--- src/rtl/wb_initiator.sv ---
// Single-outstanding Wishbone initiator: one command in, one bus cycle,
// one response out, with a cycle timeout for slaves that never ack.
module wb_initiator #(
  parameter int AW      = 16,
  parameter int TIMEOUT = 255
) (
  input  logic          clk,
  input  logic          rst_n,
  input  logic          cmd_valid,
  output logic          cmd_ready,
  input  logic [AW-1:0] cmd_addr,
  input  logic          cmd_we,
  input  logic [31:0]   cmd_wdata,
  output logic          rsp_valid,
  input  logic          rsp_ready,
  output logic [31:0]   rsp_rdata,
  output logic          rsp_err,
  output logic [AW-1:0] wb_addr,
  output logic [31:0]   wb_wdata,
  output logic          wb_we,
  output logic          wb_cyc,
  input  logic [31:0]   wb_rdata,
  input  logic          wb_ack,
  output logic          busy
);

  localparam int CW = (TIMEOUT > 0) ? $clog2(TIMEOUT + 1) : 1;

  typedef enum logic [1:0] {
    IDLE,
    BUS,
    RESP
  } state_t;

  state_t        state_q, state_d;
  logic [CW-1:0] cnt_q, cnt_d;
  logic [AW-1:0] addr_q, addr_d;
  logic [31:0]   wdata_q, wdata_d;
  logic          we_q, we_d;
  logic          cyc_q, cyc_d;
  logic          rv_q, rv_d;
  logic [31:0]   rdata_q, rdata_d;
  logic          err_q, err_d;
  logic          tmo;

  always_comb begin
    state_d = state_q;
    cnt_d   = cnt_q;
    addr_d  = addr_q;
    wdata_d = wdata_q;
    we_d    = we_q;
    cyc_d   = cyc_q;
    rv_d    = rv_q;
    rdata_d = rdata_q;
    err_d   = err_q;
    tmo     = (TIMEOUT != 0) &&
              (cnt_q == CW'(TIMEOUT - 1));
    unique case (state_q)
      IDLE: begin
        if (cmd_valid) begin
          addr_d  = cmd_addr;
          wdata_d = cmd_wdata;
          we_d    = cmd_we;
          cnt_d   = '0;
          cyc_d   = 1'b1;
          state_d = BUS;
        end
      end
      BUS: begin
        if (cnt_q != '1) cnt_d = cnt_q + CW'(1);
        // ack takes priority over a simultaneous timeout
        if (wb_ack) begin
          cyc_d   = 1'b0;
          rdata_d = we_q ? 32'h0 : wb_rdata;
          err_d   = 1'b0;
          rv_d    = 1'b1;
          state_d = RESP;
        end else if (tmo) begin
          cyc_d   = 1'b0;
          rdata_d = 32'h0;
          err_d   = 1'b1;
          rv_d    = 1'b1;
          state_d = RESP;
        end
      end
      RESP: begin
        if (rsp_ready) begin
          rv_d    = 1'b0;
          state_d = IDLE;
        end
      end
      default: state_d = IDLE;
    endcase
  end

  always_ff @(posedge clk or negedge rst_n) begin
    if (!rst_n) begin
      state_q <= IDLE;
      cnt_q   <= '0;
      addr_q  <= '0;
      wdata_q <= '0;
      we_q    <= 1'b0;
      cyc_q   <= 1'b0;
      rv_q    <= 1'b0;
      rdata_q <= '0;
      err_q   <= 1'b0;
    end else begin
      state_q <= state_d;
      cnt_q   <= cnt_d;
      addr_q  <= addr_d;
      wdata_q <= wdata_d;
      we_q    <= we_d;
      cyc_q   <= cyc_d;
      rv_q    <= rv_d;
      rdata_q <= rdata_d;
      err_q   <= err_d;
    end
  end

  assign cmd_ready = (state_q == IDLE);
  assign busy      = (state_q != IDLE);
  assign wb_addr   = addr_q;
  assign wb_wdata  = wdata_q;
  assign wb_we     = we_q;
  assign wb_cyc    = cyc_q;
  assign rsp_valid = rv_q;
  assign rsp_rdata = rdata_q;
  assign rsp_err   = err_q;

endmodule

--- config.mk ---
export PLATFORM = sky130hd
export DESIGN_NAME = wb_initiator
export DESIGN_NICKNAME = d
export VERILOG_FILES = /design/src/rtl/wb_initiator.sv
export SDC_FILE = /design/constraint.sdc
export NUM_CORES = 1
export LEC_CHECK = 0
export ABC_AREA = 1
export CORE_MARGIN = 5
export CORE_UTILIZATION = 42
export DETAILED_ROUTE_END_ITERATION = 7
export HOLD_SLACK_MARGIN = 0.05
export PLACE_DENSITY = 0.76
export SLEW_MARGIN = 20
export SYNTH_ARGS = -nofsm -noshare
export SYNTH_HDL_FRONTEND = slang
export SYNTH_SLANG_ARGS = --single-unit
--- constraint.sdc ---
create_clock -name clk -period 1.8 [get_ports clk]
set_input_delay 0.18 -clock clk [delete_from_list [all_inputs] [get_ports clk]]
set_output_delay 0.18 -clock clk [all_outputs]
set_load 0.005 [all_outputs]
==> flow_metrics.env <==
export IMPL_status="finished, final reports clean"
export IMPL_cts_buffers_inserted=9
export IMPL_cts_root_buffer_cell="sky130_fd_sc_hd__clkbuf_8"
export IMPL_avgRoutedWirePerCell_um=15.8
export IMPL_drt_antenna_violating_nets=0
export IMPL_clk_pin_slew_ns=0.09
export IMPL_dominantRegCellSynth="sky130_fd_sc_hd__dfrtp_1"
export IMPL_multiInputGateArea_um2=1360
export IMPL_gp_congestion=0.767
export IMPL_via_count_of_the_first_global_routing_pass=3160
export IMPL_p_leak_nw=2.50
export IMPL_timing_critical_path_from_type="register"
export IMPL_globalRouteOverflowTotal=0
export IMPL_maxClockFrequency_mhz=599
export IMPL_synth_largest_area_cell="sky130_fd_sc_hd__dfrtp_1"
export IMPL_detail_route_wirelength_um=9940
export IMPL_finalNonFillerCells=629
export IMPL_drt_drc_violations_left=0
export IMPL_post_synth_edffs=0
export IMPL_cts_post_setup_buffers_inserted=0
export IMPL_route_detailed_vias_per_inst=4.92
export IMPL_io_buffer_count=171
export IMPL_die_area_um2=11200
export IMPL_total_routing_usage_reported_by_global_routing=0.180
export IMPL_place_ws_ns=0.225
export IMPL_critical_path_class="register to output pin"
export IMPL_layout_cells_most_common_list="sky130_fd_sc_hd__clkdlybuf4s50_1 (170), sky130_fd_sc_hd__dfrtp_1 (94), sky130_fd_sc_hd__nand2_1 (60), sky130_fd_sc_hd__mux2_2 (48), sky130_fd_sc_hd__nand3_1 (45)"
export IMPL_worst_hold_path_type="input pin to register"
export IMPL_data_required_time_at_the_worst_endpoint_ns=1.62
export IMPL_layout_drive_gt1_share=0.164
export IMPL_cts_buffer_depth=2
export IMPL_die_h_um=106
export IMPL_num_fill_cells=717
export IMPL_clock_insertion_delay_worst_skew_ns=0.35
export IMPL_via_count=3092
export IMPL_finalHoldViolCount=0
export IMPL_grt_first_pass_wirelength_um=16200
export IMPL_max_slew_margin=0.676
export IMPL_dp_final_hpwl_um=7220
export IMPL_die_w_um=106
export IMPL_fin_hold_ws_ns=0.408
export IMPL_synth_fa_ha_area_frac=0.00648
export IMPL_most_common_cell_after_layout_fill_and_taps_aside="sky130_fd_sc_hd__clkdlybuf4s50_1"
export IMPL_finalSetupViolCount=0
export IMPL_synthesized_net_count=431
export IMPL_placement_rows=35
export IMPL_synthMuxAreaShare=0.140
export IMPL_synth_warnings=0
export IMPL_grt_antenna_before_repair=0
export IMPL_floorplan_core_area_um2=9110
export IMPL_netlist_area_um2=3860
export IMPL_regArea_um2=2350
export IMPL_grt_setup_unrepaired="no"
export IMPL_synth_async_sr_flop_share=1.00
export IMPL_num_io_pins=172
export IMPL_synth_xor_area_frac=0.00227
export IMPL_critical_path_arrival_ns=1.49
export IMPL_clock_skew_ns=0.00754
export IMPL_maximum_number_of_pins_on_one_net_before_global_route_repair=95
export IMPL_layout_nets=602
export IMPL_postLayoutSetupSlackWorst_ns=0.132
export IMPL_worstMarginPinSlew_ns=0.486
export IMPL_synthToLayoutAreaGrowth_pct=54.3
export IMPL_synth_compound_area_share=0.0622
export IMPL_tritoncts="done"
export IMPL_cts_num_sinks=94
export IMPL_synth_seq_cells=94
export IMPL_placed_cells=613
export IMPL_min_period_ns=1.67
export IMPL_firstDrtPassIters=4
export IMPL_n_diodes=0
export IMPL_post_synth_num_cell_types=20
export IMPL_fin_crit_sh=0.927
export IMPL_dr_first_iter_drc_count=138
export IMPL_fin_setup_tns_ns=0
export IMPL_design_power_total_mw=9.25
export IMPL_share_of_synthesized_area_occupied_by_flip_flops_and_latches=0.609
export IMPL_yosys_area_top_type_share=0.609
export IMPL_synthCells=343
export IMPL_cts_htree_levels=3
export IMPL_avgSynthCellArea_um2=11.3
export IMPL_report_final_slew_viol_count=0
export IMPL_worst_setup_path_end_kind="output pin"
export IMPL_start_util=0.424
export IMPL_dominant_combinational_cell_family_by_area_after_synthesis="multiplexers"
export IMPL_maximum_fanout_count_along_the_critical_path=4
export IMPL_yosys_top_cells_area="sky130_fd_sc_hd__dfrtp_1 (61%), sky130_fd_sc_hd__mux2_2 (14%), sky130_fd_sc_hd__nand2_1 (5.8%), sky130_fd_sc_hd__nand3_1 (5.8%), sky130_fd_sc_hd__o21ai_0 (3.2%)"
export IMPL_synth_simple_gate_area_frac=0.140
export IMPL_max_cap_check_violation_count=0
export IMPL_vdd_drop_max_v=0.000877
export IMPL_power_density_cell_area_nw_per_um2=1550
## logic make-up (layout without fill, tap and decap cells)
family	Yosys count	count (layout)
adder cells (fa/ha/maj)	2	2
AND/OR/NAND/NOR	120	120
flip-flops	94	94
XOR/XNOR	1	1
buffers and inverters	35	210
multiplexers	48	48
AO/OA/AOI/OAI	43	43
## final timing paths
kind | start | end | slack (ns) | depth (start not counted)
worst max-delay path | state_q[1] | cmd_ready | 0.13 | 2
worst min-delay path | wb_rdata[29] | rsp_rdata[29] | 0.41 | 3
worst max register to register | cnt_q[0] | rsp_rdata[13] | 0.21 | 10
worst min register to register | rsp_err | rsp_err | 0.49 | 2
max in group asynchronous | rst_n | wb_addr[11] | 1.02 | 3
min in group asynchronous | rst_n | rsp_rdata[8] | 0.42 | 3
## worst max-delay path, cell delays in order (launching register included)
cell and delay (ns):
sky130_fd_sc_hd__dfrtp_1 0.46, sky130_fd_sc_hd__nor2_4 0.16, sky130_fd_sc_hd__clkdlybuf4s50_1 0.52
## per-layer routing
metal	part of all wire	GRT usage
met1	0.40	0.228
met2	0.51	0.300
met3	0.076	0.0492
met4	0.019	0.0601
met5	0	0
## layout make-up
class	instances	area share
Sequential cell	94	0.394
Clock inverter	5	0.0178
Multi-Input combinational cell	214	0.228
Tap cell	111	0.0233
Clock buffer	10	0.0231
Timing Repair Buffer	179	0.303
Inverter	16	0.0101
## metrics by stage
stage          utilization  cell area [µm²]
5_1_grt              0.655             5960
3_5_place_dp         0.626             5700
2_1_floorplan            -             3860
3_3_place_gp         0.626             5700
6_report             0.655             5960
4_1_cts              0.654             5960
## sequential cells by signal, indices dropped and copies added (netlist names)
signal,cells
wb_addr,16
cnt_q,8
wb_we,1
rsp_rdata,32
state_q,2
rsp_valid,1
wb_wdata,32
wb_cyc,1
rsp_err,1
## where the power goes
group	switching [mW]	total (mW)	internal [mW]
logic	1.50	4.03	2.53
registers	0.501	3.53	3.03
clock network	0.732	1.69	0.959
## repair_timing
action	in CTS	in global routing
gates resized for setup	0	1
hold buffers	1	0
endpoints found under the hold margin	94	0
setup endpoints to repair	0	1
## synth_stat cells (5+ instances only)
library cell and n:
sky130_fd_sc_hd__o21ai_2 6, sky130_fd_sc_hd__o21ai_0 25, sky130_fd_sc_hd__clkbuf_1 8, sky130_fd_sc_hd__nand2_2 5, sky130_fd_sc_hd__dfrtp_1 94, sky130_fd_sc_hd__buf_2 9, sky130_fd_sc_hd__nor2_1 6, sky130_fd_sc_hd__mux2_2 48
sky130_fd_sc_hd__inv_1 16, sky130_fd_sc_hd__nand3_1 45, sky130_fd_sc_hd__nand2_1 60, sky130_fd_sc_hd__o21ai_1 10
(Power assumes the default switching activity.)
